## config.mk

```make
export PLATFORM = sky130hd
export DESIGN_NAME = parity_frame_tx_flat
export DESIGN_NICKNAME = d
export VERILOG_FILES = /design/src/rtl/parity_frame_tx_if.sv /design/src/rtl/parity_frame_tx.sv /design/src/flat_wrapper.sv
export SDC_FILE = /design/constraint.sdc
export NUM_CORES = 1
export LEC_CHECK = 0
export BUFFER_PORTS_ARGS = -buffer_cell sky130_fd_sc_hd__buf_4
export CORE_MARGIN = 4
export CORE_UTILIZATION = 30
export CTS_CLUSTER_SIZE = 24
export DETAILED_ROUTE_END_ITERATION = 6
export PLACE_DENSITY = 0.51
export RECOVER_POWER = 25
export SLEW_MARGIN = 20
export SYNTH_ARGS = -nofsm -noshare
export SYNTH_HDL_FRONTEND = slang
export SYNTH_SLANG_ARGS = --single-unit
export TNS_END_PERCENT = 5
```

## constraint.sdc

```tcl
create_clock -name clk -period 2.2 [get_ports clk]
set_clock_uncertainty 0.1 [all_clocks]
set_input_delay 0.44 -clock clk [delete_from_list [all_inputs] [get_ports clk]]
set_output_delay 0.44 -clock clk [all_outputs]
set_load 0.02 [all_outputs]
```

## src/rtl/parity_frame_tx_if.sv

```systemverilog
`default_nettype none
// ============================================================================
// Module   : parity_frame_tx_if
// Brief    : Nibble/parity handshake and serial-line bundle for parity_frame_tx.
// Revision : 1.0 - initial release
// ============================================================================
interface parity_frame_tx_if;
    logic [3:0] d_in;
    logic       parity_in;
    logic       valid_in;
    logic       ready_out;
    logic       tx_out;
    logic       busy;
    logic       done;
    logic       par_err;
    logic [7:0] frame_count;

    modport master (
        output d_in, parity_in, valid_in,
        input  ready_out, tx_out, busy, done, par_err, frame_count
    );

    modport slave (
        input  d_in, parity_in, valid_in,
        output ready_out, tx_out, busy, done, par_err, frame_count
    );
endinterface
`default_nettype wire

```

## src/rtl/parity_frame_tx.sv

```systemverilog
`default_nettype none
// ============================================================================
// Module   : parity_frame_tx
// Brief    : 7-bit serial framer (start, 4 data LSB first, parity, stop) with
//            parity re-check, frame counter and completion strobe.
// Revision : 1.0 - initial release
// ============================================================================
module parity_frame_tx #(
    parameter int CLKS_PER_BIT = 4
) (
    input  logic                   clk,
    input  logic                   rst,
    parity_frame_tx_if.slave       bus
);

    localparam logic [7:0] C_BIT_LAST = 8'(CLKS_PER_BIT - 1);

    typedef enum logic [2:0] {
        IDLE   = 3'd0,
        START  = 3'd1,
        DATA   = 3'd2,
        PARITY = 3'd3,
        STOP   = 3'd4
    } state_t;

    state_t     state_q,   state_d;
    logic [7:0] cnt_q,     cnt_d;
    logic [1:0] idx_q,     idx_d;
    logic [3:0] data_q,    data_d;
    logic       par_q,     par_d;
    logic       tx_q,      tx_d;
    logic       done_q,    done_d;
    logic       par_err_q, par_err_d;
    logic [7:0] count_q,   count_d;

    logic       bit_end;
    logic [1:0] idx_next;

    assign bit_end  = (cnt_q == C_BIT_LAST);
    assign idx_next = idx_q + 2'd1;

    always_ff @(posedge clk or posedge rst) begin
        if (rst) begin
            state_q   <= IDLE;
            cnt_q     <= 8'd0;
            idx_q     <= 2'd0;
            data_q    <= 4'd0;
            par_q     <= 1'b0;
            tx_q      <= 1'b1;
            done_q    <= 1'b0;
            par_err_q <= 1'b0;
            count_q   <= 8'd0;
        end else begin
            state_q   <= state_d;
            cnt_q     <= cnt_d;
            idx_q     <= idx_d;
            data_q    <= data_d;
            par_q     <= par_d;
            tx_q      <= tx_d;
            done_q    <= done_d;
            par_err_q <= par_err_d;
            count_q   <= count_d;
        end
    end

    // tx_d is the level of the bit that the next state will be sending, so the
    // registered line changes on the same edge as the state.
    always_comb begin
        state_d   = state_q;
        cnt_d     = cnt_q;
        idx_d     = idx_q;
        data_d    = data_q;
        par_d     = par_q;
        tx_d      = tx_q;
        done_d    = 1'b0;
        par_err_d = par_err_q;
        count_d   = count_q;

        if (state_q != IDLE) begin
            cnt_d = bit_end ? 8'd0 : (cnt_q + 8'd1);
        end

        case (state_q)
            IDLE: begin
                tx_d = 1'b1;
                if (bus.valid_in) begin
                    data_d    = bus.d_in;
                    par_d     = bus.parity_in;
                    par_err_d = par_err_q | (bus.parity_in ^ (^bus.d_in));
                    cnt_d     = 8'd0;
                    idx_d     = 2'd0;
                    tx_d      = 1'b0;
                    state_d   = START;
                end
            end
            START: begin
                if (bit_end) begin
                    idx_d   = 2'd0;
                    tx_d    = data_q[0];
                    state_d = DATA;
                end
            end
            DATA: begin
                if (bit_end) begin
                    if (idx_q == 2'd3) begin
                        tx_d    = par_q;
                        state_d = PARITY;
                    end else begin
                        idx_d = idx_next;
                        tx_d  = data_q[idx_next];
                    end
                end
            end
            PARITY: begin
                if (bit_end) begin
                    tx_d    = 1'b1;
                    state_d = STOP;
                end
            end
            STOP: begin
                if (bit_end) begin
                    tx_d    = 1'b1;
                    done_d  = 1'b1;
                    count_d = count_q + 8'd1;
                    state_d = IDLE;
                end
            end
            default: begin
                tx_d    = 1'b1;
                state_d = IDLE;
            end
        endcase
    end

    assign bus.ready_out   = (state_q == IDLE);
    assign bus.busy        = (state_q != IDLE);
    assign bus.tx_out      = tx_q;
    assign bus.done        = done_q;
    assign bus.par_err     = par_err_q;
    assign bus.frame_count = count_q;

endmodule
`default_nettype wire

```

## src/flat_wrapper.sv

```systemverilog
// flat-port wrapper written by rule: the top's interface ports become plain ports
module parity_frame_tx_flat 
#(
    parameter int CLKS_PER_BIT = 4
)
  (clk, rst, bus_d_in, bus_parity_in, bus_valid_in, bus_ready_out, bus_tx_out, bus_busy, bus_done, bus_par_err, bus_frame_count);
  parity_frame_tx_if bus_i ();
  input  logic clk;
  input  logic rst;
  input wire logic [$bits(bus_i.d_in)-1:0] bus_d_in;
  input wire logic [$bits(bus_i.parity_in)-1:0] bus_parity_in;
  input wire logic [$bits(bus_i.valid_in)-1:0] bus_valid_in;
  output wire logic [$bits(bus_i.ready_out)-1:0] bus_ready_out;
  output wire logic [$bits(bus_i.tx_out)-1:0] bus_tx_out;
  output wire logic [$bits(bus_i.busy)-1:0] bus_busy;
  output wire logic [$bits(bus_i.done)-1:0] bus_done;
  output wire logic [$bits(bus_i.par_err)-1:0] bus_par_err;
  output wire logic [$bits(bus_i.frame_count)-1:0] bus_frame_count;
  assign bus_i.d_in = bus_d_in;
  assign bus_i.parity_in = bus_parity_in;
  assign bus_i.valid_in = bus_valid_in;
  assign bus_ready_out = bus_i.ready_out;
  assign bus_tx_out = bus_i.tx_out;
  assign bus_busy = bus_i.busy;
  assign bus_done = bus_i.done;
  assign bus_par_err = bus_i.par_err;
  assign bus_frame_count = bus_i.frame_count;
  parity_frame_tx #(.CLKS_PER_BIT(CLKS_PER_BIT)) u_core (.clk(clk), .rst(rst), .bus(bus_i));
endmodule
```

## Yosys cells after proc, flatten, opt, wreduce, memory -nomap -nowiden

Index checks and enable logic that the tools add are counted.

| operators by class | value |
|---|---|
| add/sub/neg operators | 3 |
| magnitude comparators | 1 |
| equal/unequal tests | 14 |
| multiplexer cells | 26 |
| bitwise logic cells | 2 |
| reductions and logical operators | 10 |

Operators with widths:

| operator | count |
|---|---|
| $mux 8 | 4 |
| $mux 3 | 6 |
| $add 8x1->8 const B | 2 |
| $pmux 3 s5 | 1 |
| $ne 2x1->1 const B | 6 |
| $eq 8x2->1 const B | 1 |
| $mux 1 | 8 |
| $mux 2 | 4 |
| $eq 3x2->1 const B | 2 |
| $pmux 2 s3 | 1 |
| $reduce_and 6->1 | 1 |
| $reduce_bool 3->1 | 2 |
| $reduce_and 5->1 | 1 |
| $ne 2x2->1 const B | 2 |
| $pmux 1 s4 | 1 |
| $reduce_and 2->1 | 2 |
| $reduce_xor 4->1 | 1 |
| $eq 3x1->1 const B | 1 |
| $eq 3x3->1 const B | 1 |
| $logic_not 3->1 | 1 |
| $lt 2x3->1 const B | 1 |
| $reduce_and 3->1 | 1 |
| $add 2x1->2 const B | 1 |
| $bmux 1 s2 | 1 |
| other kinds (4) | 4 |

| storage, ports and cells | value |
|---|---|
| register bits | 29 |
| bits of input ports | 8 |
| output and inout bits | 13 |
| word-level logic and storage cells | 65 |

## Longest topological paths before layout

Gate-level depths: netlist of run 1.

| logic depth | value |
|---|---|
| depth after elaboration | 6 |
| gate-level depth with buffers | 7 |
| mapped depth without buffers | 5 |

## Worst setup path before layout of run 1

OpenSTA, ideal clock, no wires.

| path | value |
|---|---|
| path kind | register to register |
| start | reg u_core.idx_q[0] |
| end | reg u_core.tx_q, in the netlist u_core.bus.tx_out |
| setup time | 0.082 ns |
| data arrival time | 1.771 ns |
| required time | 2.018 ns |
| path slack | 0.246 ns |
| stages on the path, launching flop included | 5 |
| buffers on the path | 0 |
| clock period less this slack | 1.954 ns |
| path through | dfrtp_1 > ha_1 > mux4_2 > a221o_1 > mux2_2 |

| between the ends | value |
|---|---|
| longest elaborated chain between the ends | 6 |
| elaborated cells between the ends (all ways) | 7 |
| those cells by class | add/sub (1); eq/ne (1); mux (5) |

RTL lines:

| item | line | source |
|---|---|---|
| start: declaration | parity_frame_tx.sv:28 | `logic [1:0] idx_q, idx_d;` |
| start signal: assignment | parity_frame_tx.sv:56 | `idx_q <= idx_d;` |
| $add 2x1->2 | parity_frame_tx.sv:40 | `assign idx_next = idx_q + 2'd1;` |
| $bmux 1 s2 | parity_frame_tx.sv:110 | `tx_d = data_q[idx_next];` |
| $mux 1 (not written as such) | parity_frame_tx.sv:110 |  |
| $mux 1 (*) | parity_frame_tx.sv:105 | `if (idx_q == 2'd3) begin` |
| $mux 1 (*) | parity_frame_tx.sv:104 | `if (bit_end) begin` |
| $pmux 1 s4 (*) | parity_frame_tx.sv:83 | `case (state_q)` |
| end signal: assignment | parity_frame_tx.sv:59 | `tx_q <= tx_d;` |
| end: declaration | parity_frame_tx.sv:31 | `logic tx_q, tx_d;` |

Mark *: on every way between the ends. The rest lies on a longest branch, timed or not. The select of a mux whose other input is x is not followed.
A chain may end at the register's enable or synchronous reset.

## Final worst setup path of run 1

| path | value |
|---|---|
| start | reg u_core.state_q[1] |
| end | out bus_ready_out |

| between the ends | value |
|---|---|
| longest elaborated chain between the ends | 1 |

RTL lines:

| item | line | source |
|---|---|---|
| start: declaration | parity_frame_tx.sv:26 | `state_t state_q, state_d;` |
| start signal: assignment | parity_frame_tx.sv:54 | `state_q <= state_d;` |
| $logic_not 3->1 | parity_frame_tx.sv:135 | `assign bus.ready_out = (state_q == IDLE);` |
| end: declaration | flat_wrapper.sv:13 | `output wire logic [$bits(bus_i.ready_out)-1:0] bus_ready_out;` |

Every way passes these cells.

==> impl_results.md, run 1 <==
- Met3 Resource Use GR: 3.95%
- Global routing's busiest layer: met2
- Yosys reg bits: 29
- PwrDens: 1180 mW/mm²
- Mapped Cells: approximately 140
- Kind of critical path: register to output port
- Arr. time, crit path: 1.50 ns
- Synth Flop Type: dfrtp_1
- Ys Warns: 0
- Clock slew at reported path FFs: 0.06 ns
- Max_cap viols: 1
- Total GRT Usage: 11.3%
- Final setup viols: 0
- RSZ-0062 raised after global routing: false
- Share of layout cells above drive strength 1: about 25%
- Num rows: 25
- First DRT Iteration DRCs: 81
- Post-DP HPWL: 2.28 mm
- ANT cells: 0
- Die width: between 70 and 80 µm
- Crit path buffers/inverters: 2
- Leak: 0.867 nW
- Util after Layout: a little under two fifths
- Register area: a little over 700 µm²
- ANT nets after route: 0
- Final wirelength: 3.11 mm
- Area grow syn2layout: 19.8%
- Max H-tree Level: 2
- Clock sink total: 29
- CTS-repair resized insts: 0
- Hold Crit Class: input pin to register
- Grt ovf: 0
- CTS tree: yes
- Post-DP Area: 0.00177 mm²
- Ys async rst share: 100%
- Critical path peak fanout: 11
- Final hold vios: 0
- Starting Density: approximately a third
- Crit path cell chain: or3_4 -> clkinv_8 -> buf_4
- Global-route met2 utilization: 17.4%
- Register area share after synthesis: 47.0%
- Drt first pass iters: 4
- Top Ports: 21
- Failing checks: max-capacitance violations, max-slew violations
- Post-Syn Nets: between 150 and 200
- Multi-input combinational cell area: around 760 µm²
- Clock Path Buffers: 2
- Die area: 0.00637 mm²
- Clk root buf: clkbuf_8
- Dpl cells: 229
- Total power: 2.18 mW
- Most frequent cells in the layout: 28 x dfrtp_1, 21 x buf_4, 13 x nand2_1, 10 x nor2_1, 9 x xor2_1
- Drt drc: 0
- Commonest non-fill, non-tap cell in the layout: dfrtp_1
- CTS buffer count: 5
- CP delay by family, top: flip-flops
- Number of synthesized flops with an enable pin: 0
- Peak supply drop: 0.492 mV
- Status: finished with violations
- Fin nets: 180
- Initial antenna violation count: 0
- Largest net degree at the start of global routing: 30
- GR Util met1: 14.4%
- Syn Area/Cell: 10.7 µm²
- Relative slew slack: -1.44%
- Worst-Skew Late Latency: 0.28 ns
- Hold bufs inserted after CTS: 0
- Post-synth cell types: 42
- Final min period: 2.04 ns
- Setup_tns: 0 ns
- Post-CTS setup buffer count: 0
- RePlAce Congestion: 0.810
- Vias/cell: about 4.7
- Vias: 1114
- Average wire per standard cell: approximately 13 µm
- Non-Filler Instances: ~240
- Core Region: 0.00485 mm²
- Mapped Area: 0.00155 mm²
- Number of global-route vias before repair: 1144
- Die H: ~80 µm
- Final worst-path cycle share: 92.7%
- Critical Path Max Stage Delay: ~0.5 ns
- Critical path's slowest cell: dfrtp_1
- Final Cell Area: approximately 0.0019 mm²
- Max Freq: about 0.49 GHz
- CP required: 1.66 ns
- Global-route wire length before repair: 5.49 mm
- PortBufs: 20
- # fillers: a little under 500
- Worst Max-Slew Pin Slew: 1.52 ns
- Pins over their slew limit: 30
- FF-to-FF setup slack: roughly 0.18 ns
- Startpoint Class: register
- Nature of the critical path endpoint: output port
cell families after synthesis:
logic type      Yosys count  synth area share, %
flops                    29                 47.0
compound gates           17                 7.28
simple gates             59                 21.4
xor+xnor                 14                 7.93
buf+inv                   9                 4.13
fa+ha+maj                 3                 2.43
mux                      13                 9.87
cell type report:
cell class | count | area share, %
Clock buffer | 8 | 4.86
Tap cell | 67 | 4.52
Sequential cell | 29 | 39.2
Timing Repair Buffer | 23 | 9.12
Inverter | 4 | 1.49
Multi-Input combinational cell | 106 | 40.8
Yosys cell counts (3+ instances only):
master	instances	area, µm²
mux2_2	8	90.1
ha_1	3	37.5
o21ai_0	3	15.0
nor3_1	4	20.0
inv_1	3	11.3
mux2i_1	4	40.0
nand2_1	13	48.8
and3_1	3	18.8
dfrtp_1	28	701
xor2_1	9	78.8
nand2b_1	5	31.3
nand3_1	8	40.0
a21oi_1	5	25.0
nor2_1	10	37.5
xnor2_1	5	43.8
report_power, final:
| part | total [mW] | internal (mW) | switching (mW) |
|---|---|---|---|
| clock | 0.445 | 0.254 | 0.191 |
| combinational | 0.858 | 0.434 | 0.425 |
| sequential | 0.876 | 0.691 | 0.185 |
| total | 2.18 | 1.38 | 0.801 |
final timing paths:
check / to / startpoint / cells after the start
setup / recovery: bus_ready_out / u_core.state_q[1] / 3
hold / removal: u_core.data_q[2] / bus_d_in[2] / 2
setup reg to reg: u_core.bus.tx_out / u_core.idx_q[0] / 4
hold reg to reg: u_core.bus.frame_count[7] / u_core.bus.frame_count[7] / 1
max in group asynchronous: u_core.cnt_q[0] / rst / 3
min in group asynchronous: u_core.bus.par_err / rst / 3
per-layer routing:
metal / share of wire, % / vias up / routed length, µm
met3: 4.8 / 4 / 149
met5: 0 / - / 0
met2: 46 / 24 / 1430
met1: 48 / 529 / 1490
li1: - / 557 / -
met4: 1.4 / 0 / 45
sequential cells by signal (all words and copies together) (netlist names):
signal	flops
u_core.cnt_q	8
u_core.state_q	3
u_core.bus.tx_out	1
u_core.bus.par_err	1
u_core.bus.done	1
u_core.bus.frame_count	8
u_core.data_q	4
u_core.idx_q	2
u_core.par_q	1
through the flow:
stage | hold WS (ns) | setup slack, ns
after floorplan | 0.374 | 0.246
after global placement | 0.360 | 0.221
after detailed placement | 0.366 | 0.190
after CTS | 0.141 | 0.161
after global routing | 0.300 | 0.0838
final | 0.313 | 0.161
Note: power is estimated with default switching activity, not from simulation.
==> run 2, diff against run 1 <==
Settings changed: CORE_MARGIN 4 to 1.
==> impl_results.md, run 2 (synthesis results as in run 1) <==
- Status: finished with violations
- Failing checks: max-capacitance violations, max-slew violations
- Die H: 73.8 µm (-7.5%)
- Register area: 727 µm² (unchanged)
- Average wire per standard cell: 12.8 µm (-2.5%)
- Pins over their slew limit: 30 (unchanged)
- CTS buffer count: 5 (unchanged)
- Met3 Resource Use GR: 4.53% (+0.58 points)
- Post-DP HPWL: 2.22 mm (-2.5%)
- Grt ovf: 0 (unchanged)
- Largest net degree at the start of global routing: 30 (unchanged)
- Final wirelength: 3.05 mm (-2.1%)
- # fillers: 471 (-3.5%)
- Vias: 1142 (+2.5%)
- Drt drc: 0 (unchanged)
- PortBufs: 20 (unchanged)
- Hold Crit Class: input pin to register
- Relative slew slack: -2.72% (-1.3 points)
- Most frequent cells in the layout: 28 x dfrtp_1, 22 x buf_4, 13 x nand2_1, 10 x nor2_1, 9 x xor2_1
- CP delay by family, top: multiplexers
- Share of layout cells above drive strength 1: 26.3% (+1.0 points)
- Final setup viols: 0 (unchanged)
- Hold slack: 0.309 ns (-0.00388 ns)
- Max H-tree Level: 2 (unchanged)
- Crit path buffers/inverters: 0 (-2)
- Max Freq: 0.494 GHz (+0.65%)
- GR Util met1: 17.5% (+3.2 points)
- Core Region: 0.00485 mm² (unchanged)
- Drt first pass iters: 4 (unchanged)
- Global-route met2 utilization: 19.4% (+2.0 points)
- Kind of critical path: register to register
- Arr. time, crit path: 2.13 ns (+0.63 ns)
- CTS tree: yes
- Clk root buf: clkbuf_8
- Max_cap viols: 1 (unchanged)
- Initial antenna violation count: 0 (unchanged)
- Clock sink total: 29 (unchanged)
- CTS-repair resized insts: 0 (unchanged)
- Worst Max-Slew Pin Slew: 1.54 ns (+0.0192 ns)
- Final min period: 2.03 ns (-0.0131 ns)
- Area grow syn2layout: 19.8% (unchanged)
- Global-route wire length before repair: 5.28 mm (-3.8%)
- Multi-input combinational cell area: 756 µm² (unchanged)
- RSZ-0062 raised after global routing: false
- Num rows: 25 (unchanged)
- Clock slew at reported path FFs: 0.06 ns (about the same)
- RePlAce Congestion: 0.859 (+6.0%)
- Starting Density: 31.9% (unchanged)
- Die area: 0.00545 mm² (-14%)
- Fin nets: 181 (+0.56%)
- Setup_tns: 0 ns (unchanged)
- Critical path's slowest cell: mux4_2
- Total GRT Usage: 13.1% (+1.8 points)
- ANT cells: 0 (unchanged)
- Critical path peak fanout: 3 (-8)
- Hold bufs inserted after CTS: 0 (unchanged)
- Clock Path Buffers: 2 (unchanged)
- Global routing's busiest layer: met2
- Nature of the critical path endpoint: register
- Leak: 0.871 nW (+0.45%)
- Final hold vios: 0 (unchanged)
- Worst-Skew Late Latency: 0.28 ns (about the same)
- CP required: 2.31 ns (+0.65 ns)
- Critical Path Max Stage Delay: 0.50 ns (about the same)
- ANT nets after route: 0 (unchanged)
- Peak supply drop: 0.455 mV (-7.6%)
- Die width: 73.8 µm (-7.5%)
- Final worst-path cycle share: 92.1% (-0.60 points)
- Top Ports: 21 (unchanged)
- First DRT Iteration DRCs: 91 (+12%)
- Crit path cell chain: ha_1 -> mux4_2 -> a221o_1 -> mux2_2
- PwrDens: 1170 mW/mm² (-0.49%)
- Vias/cell: 4.80 (+2.1%)
- Startpoint Class: register
- Post-CTS setup buffer count: 0 (unchanged)
- Commonest non-fill, non-tap cell in the layout: dfrtp_1
- Number of global-route vias before repair: 1048 (-8.4%)
==> run 2: cell count changes in the layout (fill, tap and decap cells not counted), sizes merged <==
cell and change:
clkinv +2, buf +1, clkbuf -2
==> run 2: metrics by stage <==
| stage | std cells | power (mW) | util (%) | area (µm²) | worst slack [ns] |
|---|---|---|---|---|---|
| 2_1_floorplan | 144 | 1.53 | - | 1550 | 0.246 |
| 3_3_place_gp | 230 | 1.75 | 36.6 | 1770 | 0.220 |
| 3_5_place_dp | 230 | 1.76 | 36.6 | 1770 | 0.173 |
| 4_1_cts | 238 | 2.19 | 38.3 | 1860 | 0.163 |
| 5_1_grt | 238 | 2.33 | 38.2 | 1850 | 0.0925 |
| 6_report | 238 | 2.17 | 38.2 | 1850 | 0.174 |
==> run 2: worst paths after layout <==
kind,slack (ns),end,start,depth (start not counted)
setup / recovery,0.17,u_core.bus.tx_out,u_core.idx_q[0],4
hold / removal,0.31,u_core.data_q[1],bus_d_in[1],2
setup reg to reg,0.17,u_core.bus.tx_out,u_core.idx_q[0],4
hold reg to reg,0.38,u_core.bus.frame_count[7],u_core.bus.frame_count[7],1
max in group asynchronous,0.51,u_core.cnt_q[5],rst,3
min in group asynchronous,0.59,u_core.bus.par_err,rst,3
==> run 2: metal layers <==
metal	vias up	wire length, µm
met5	-	0
met4	0	48
met3	5	123
met2	25	1440
met1	550	1430
li1	562	-
==> run 2: final cells by class <==
class,count,area share [%]
Clock buffer,6,3.92
Tap cell,67,4.52
Inverter,4,1.49
Clock inverter,2,0.540
Sequential cell,29,39.2
Multi-Input combinational cell,106,40.8
Timing Repair Buffer,24,9.52
==> run 2: power by group <==
part           total, mW  switching, mW  internal [mW]
Sequential         0.879          0.188          0.691
Combinational      0.877          0.428          0.449
Clock              0.413          0.195          0.218
Total               2.17          0.811           1.36
==> run 3, diff against run 2 <==
Settings changed: ABC_AREA set to 1.
==> impl_results.md, run 3 <==
- Drt first pass iters: 4 (unchanged)
- Average wire per standard cell: 10.4 µm (-19%)
- Internal power: 779 µW (-43%)
- Number of synthesized flops with an enable pin: 0 (unchanged)
- Startpoint Class: register
- Syn Area/Cell: 7.93 µm² (-26%)
- Initial antenna violation count: 0 (unchanged)
- Arr. time, crit path: 1.37 ns (-0.76 ns)
- Final hold vios: 0 (unchanged)
- Max H-tree Level: 2 (unchanged)
- Clock slew at reported path FFs: 0.07 ns (about the same)
- Top Ports: 21 (unchanged)
- Core Region: 0.00517 mm² (+6.7%)
- Clock Path Buffers: 2 (unchanged)
- Drt drc: 0 (unchanged)
- Die width: 76.0 µm (+2.9%)
- Hold bufs inserted after CTS: 0 (unchanged)
- Hold slack: 0.137 ns (-0.172 ns)
- Kind of critical path: register to output port
- Yosys reg bits: 29 (unchanged)
- Ys Warns: 0 (unchanged)
- Total GRT Usage: 12.8% (-0.36 points)
- Grt ovf: 0 (unchanged)
- Most frequent cells in the layout: 61 x nand2_1, 28 x dfrtp_1, 24 x inv_1, 20 x buf_4
- Num rows: 26 (+4.0%)
- CP required: 1.66 ns (-0.65 ns)
- Final wirelength: 3.16 mm (+3.8%)
- Worst-Skew Late Latency: 0.28 ns (about the same)
- Max Freq: 0.524 GHz (+6.1%)
- Post-Syn Nets: 218 (+41%)
- Post-Place Worst Slack: 0.494 ns (+0.321 ns)
- Mapped Area: 0.00164 mm² (+6.1%)
- Mapped Cells: 207 (+44%)
- Die area: 0.00577 mm² (+6.0%)
- Vias: 1334 (+17%)
- RSZ-0062 raised after global routing: false
- Setup_tns: 0 ns (unchanged)
- Status: finished, final reports clean
- Top-count cell post-synth: nand2_1
- First DRT Iteration DRCs: 32 (-65%)
- Yosys top cell area share: 42.7% (-2.6 points)
- # fillers: 533 (+13%)
- CTS-repair resized insts: 0 (unchanged)
- Clock share of power: 41.2% (+22 points)
- Clk root buf: clkbuf_8
- Vias/cell: 4.37 (-8.8%)
- PwrDens: 515 mW/mm² (-56%)
- CTS tree: yes
- Final setup viols: 0 (unchanged)
- Sw Pwr: 231 µW (-72%)
- PortBufs: 20 (unchanged)
- ANT cells: 0 (unchanged)
- Critical path peak fanout: 9 (+6)
- Pins over their slew limit: 0 (-100%)
- Clock sink total: 29 (unchanged)
- Relative slew slack: 71.6% (+74 points)
- CTS buffer count: 5 (unchanged)
- Fin nets: 245 (+35%)
- Worst setup margin: 0.291 ns (+0.117 ns)
- Synth Flop Type: dfrtp_1
- Hold Crit Class: input pin to asynchronous set/reset pin
- Largest net degree at the start of global routing: 30 (unchanged)
- Final min period: 1.91 ns (-0.117 ns)
- Ys async rst share: 100% (unchanged)
- Register area share after synthesis: 44.3% (-2.7 points)
- Post-synth cell types: 31 (-26%)
- Share of layout cells above drive strength 1: 19.6% (-6.7 points)
- Leak: 0.979 nW (+12%)
- Synth area leader: dfrtp_1
- Worst Max-Slew Pin Slew: 0.424 ns (-1.12 ns)
- Sequential power share: 53.8% (+13 points)
- Commonest non-fill, non-tap cell in the layout: nand2_1
- Starting Density: 31.7% (-0.16 points)
- Peak supply drop: 0.230 mV (-49%)
- RePlAce Congestion: 0.853 (-0.64%)
- Number of global-route vias before repair: 1287 (+23%)
- Comb pwr share: 5.0% (-35 points)
- Nature of the critical path endpoint: output port
- Sw frac: 22.8% (-15 points)
- Area grow syn2layout: 19.5%
- Post-DP HPWL: 2.31 mm (+3.7%)
- Global-route wire length before repair: 5.89 mm (+12%)
- Die H: 76.0 µm (+2.9%)
- Max_cap viols: 0 (-1)
- Final worst-path cycle share: 86.8% (-5.3 points)
- Synth area leaders: dfrtp_1 43%, nand2_1 14%, inv_1 5.5%, nand3_1 4.0%, xor2_1 3.7%
- ANT nets after route: 0 (unchanged)
- Post-CTS setup buffer count: 0 (unchanged)
- Commonest cells post-synth: 61 x nand2_1, 28 x dfrtp_1, 24 x inv_1, 13 x nand3_1, 13 x nor2_1
==> run 3: cell type report <==
cell class              instances  area [µm²]  share of cell area, %
multi-input cells             147         787                   40.1
repair buffers                 21         158                   8.04
inverters                      30         120                   6.12
clock inverters                 2        10.0                  0.510
well taps                      70        87.6                   4.46
clock buffers                   6        72.6                   3.70
flip-flops and latches         29         727                   37.1
==> run 3: critical path, stage by stage (launching register included) <==
cell and delay, ns:
dfrtp_1 0.48, nor2_4 0.22, nand2_4 0.15, inv_4 0.10
buf_4 0.14
==> run 3: final timing paths <==
kind	from	endpoint	slack, ns	cells after the start
max in group asynchronous	rst	u_core.bus.tx_out	1.54	3
min reg2reg	u_core.bus.par_err	u_core.bus.par_err	0.38	1
max	u_core.state_q[0]	bus_ready_out	0.29	4
max reg2reg	u_core.state_q[0]	u_core.idx_q[1]	0.54	6
min	rst	u_core.cnt_q[0]	0.14	3
min in group clk	bus_d_in[1]	u_core.data_q[1]	0.28	3
==> run 3: cells by family after synthesis <==
logic type,share of synthesized area (%)
AND/OR/NAND/NOR,31.5
buffers and inverters,7.77
flip-flops,44.3
AO/OA/AOI/OAI,7.77
XOR/XNOR,6.40
adder cells (fa/ha/maj),2.29
==> run 3: metrics by stage <==
stage	utilization (%)	instances	total power, mW	instance area (µm²)
finish	37.9	305	1.01	1960
global placement	36.3	297	0.605	1880
global route	37.9	305	1.07	1960
floorplan	-	207	0.581	1640
detailed placement	36.3	297	0.605	1880
CTS	37.9	305	1.03	1960
==> run 3: power by group through the flow <==
stage          combinational (mW)  sequential, mW  clock, mW
3_3_place_gp               0.0513           0.553          0
6_report                   0.0500           0.544      0.417
3_5_place_dp               0.0519           0.553          0
2_1_floorplan              0.0258           0.555          0
5_1_grt                    0.0577           0.544      0.463
4_1_cts                    0.0521           0.543      0.439
==> run 3: metal layers <==
metal  global-route usage, %  wire length [µm]  share of wire [%]
met5                       0                 0                  0
met1                    16.9              1560                 49
met3                    3.59               150                4.7
met4                    5.19                51                1.6
met2                    19.5              1400                 44
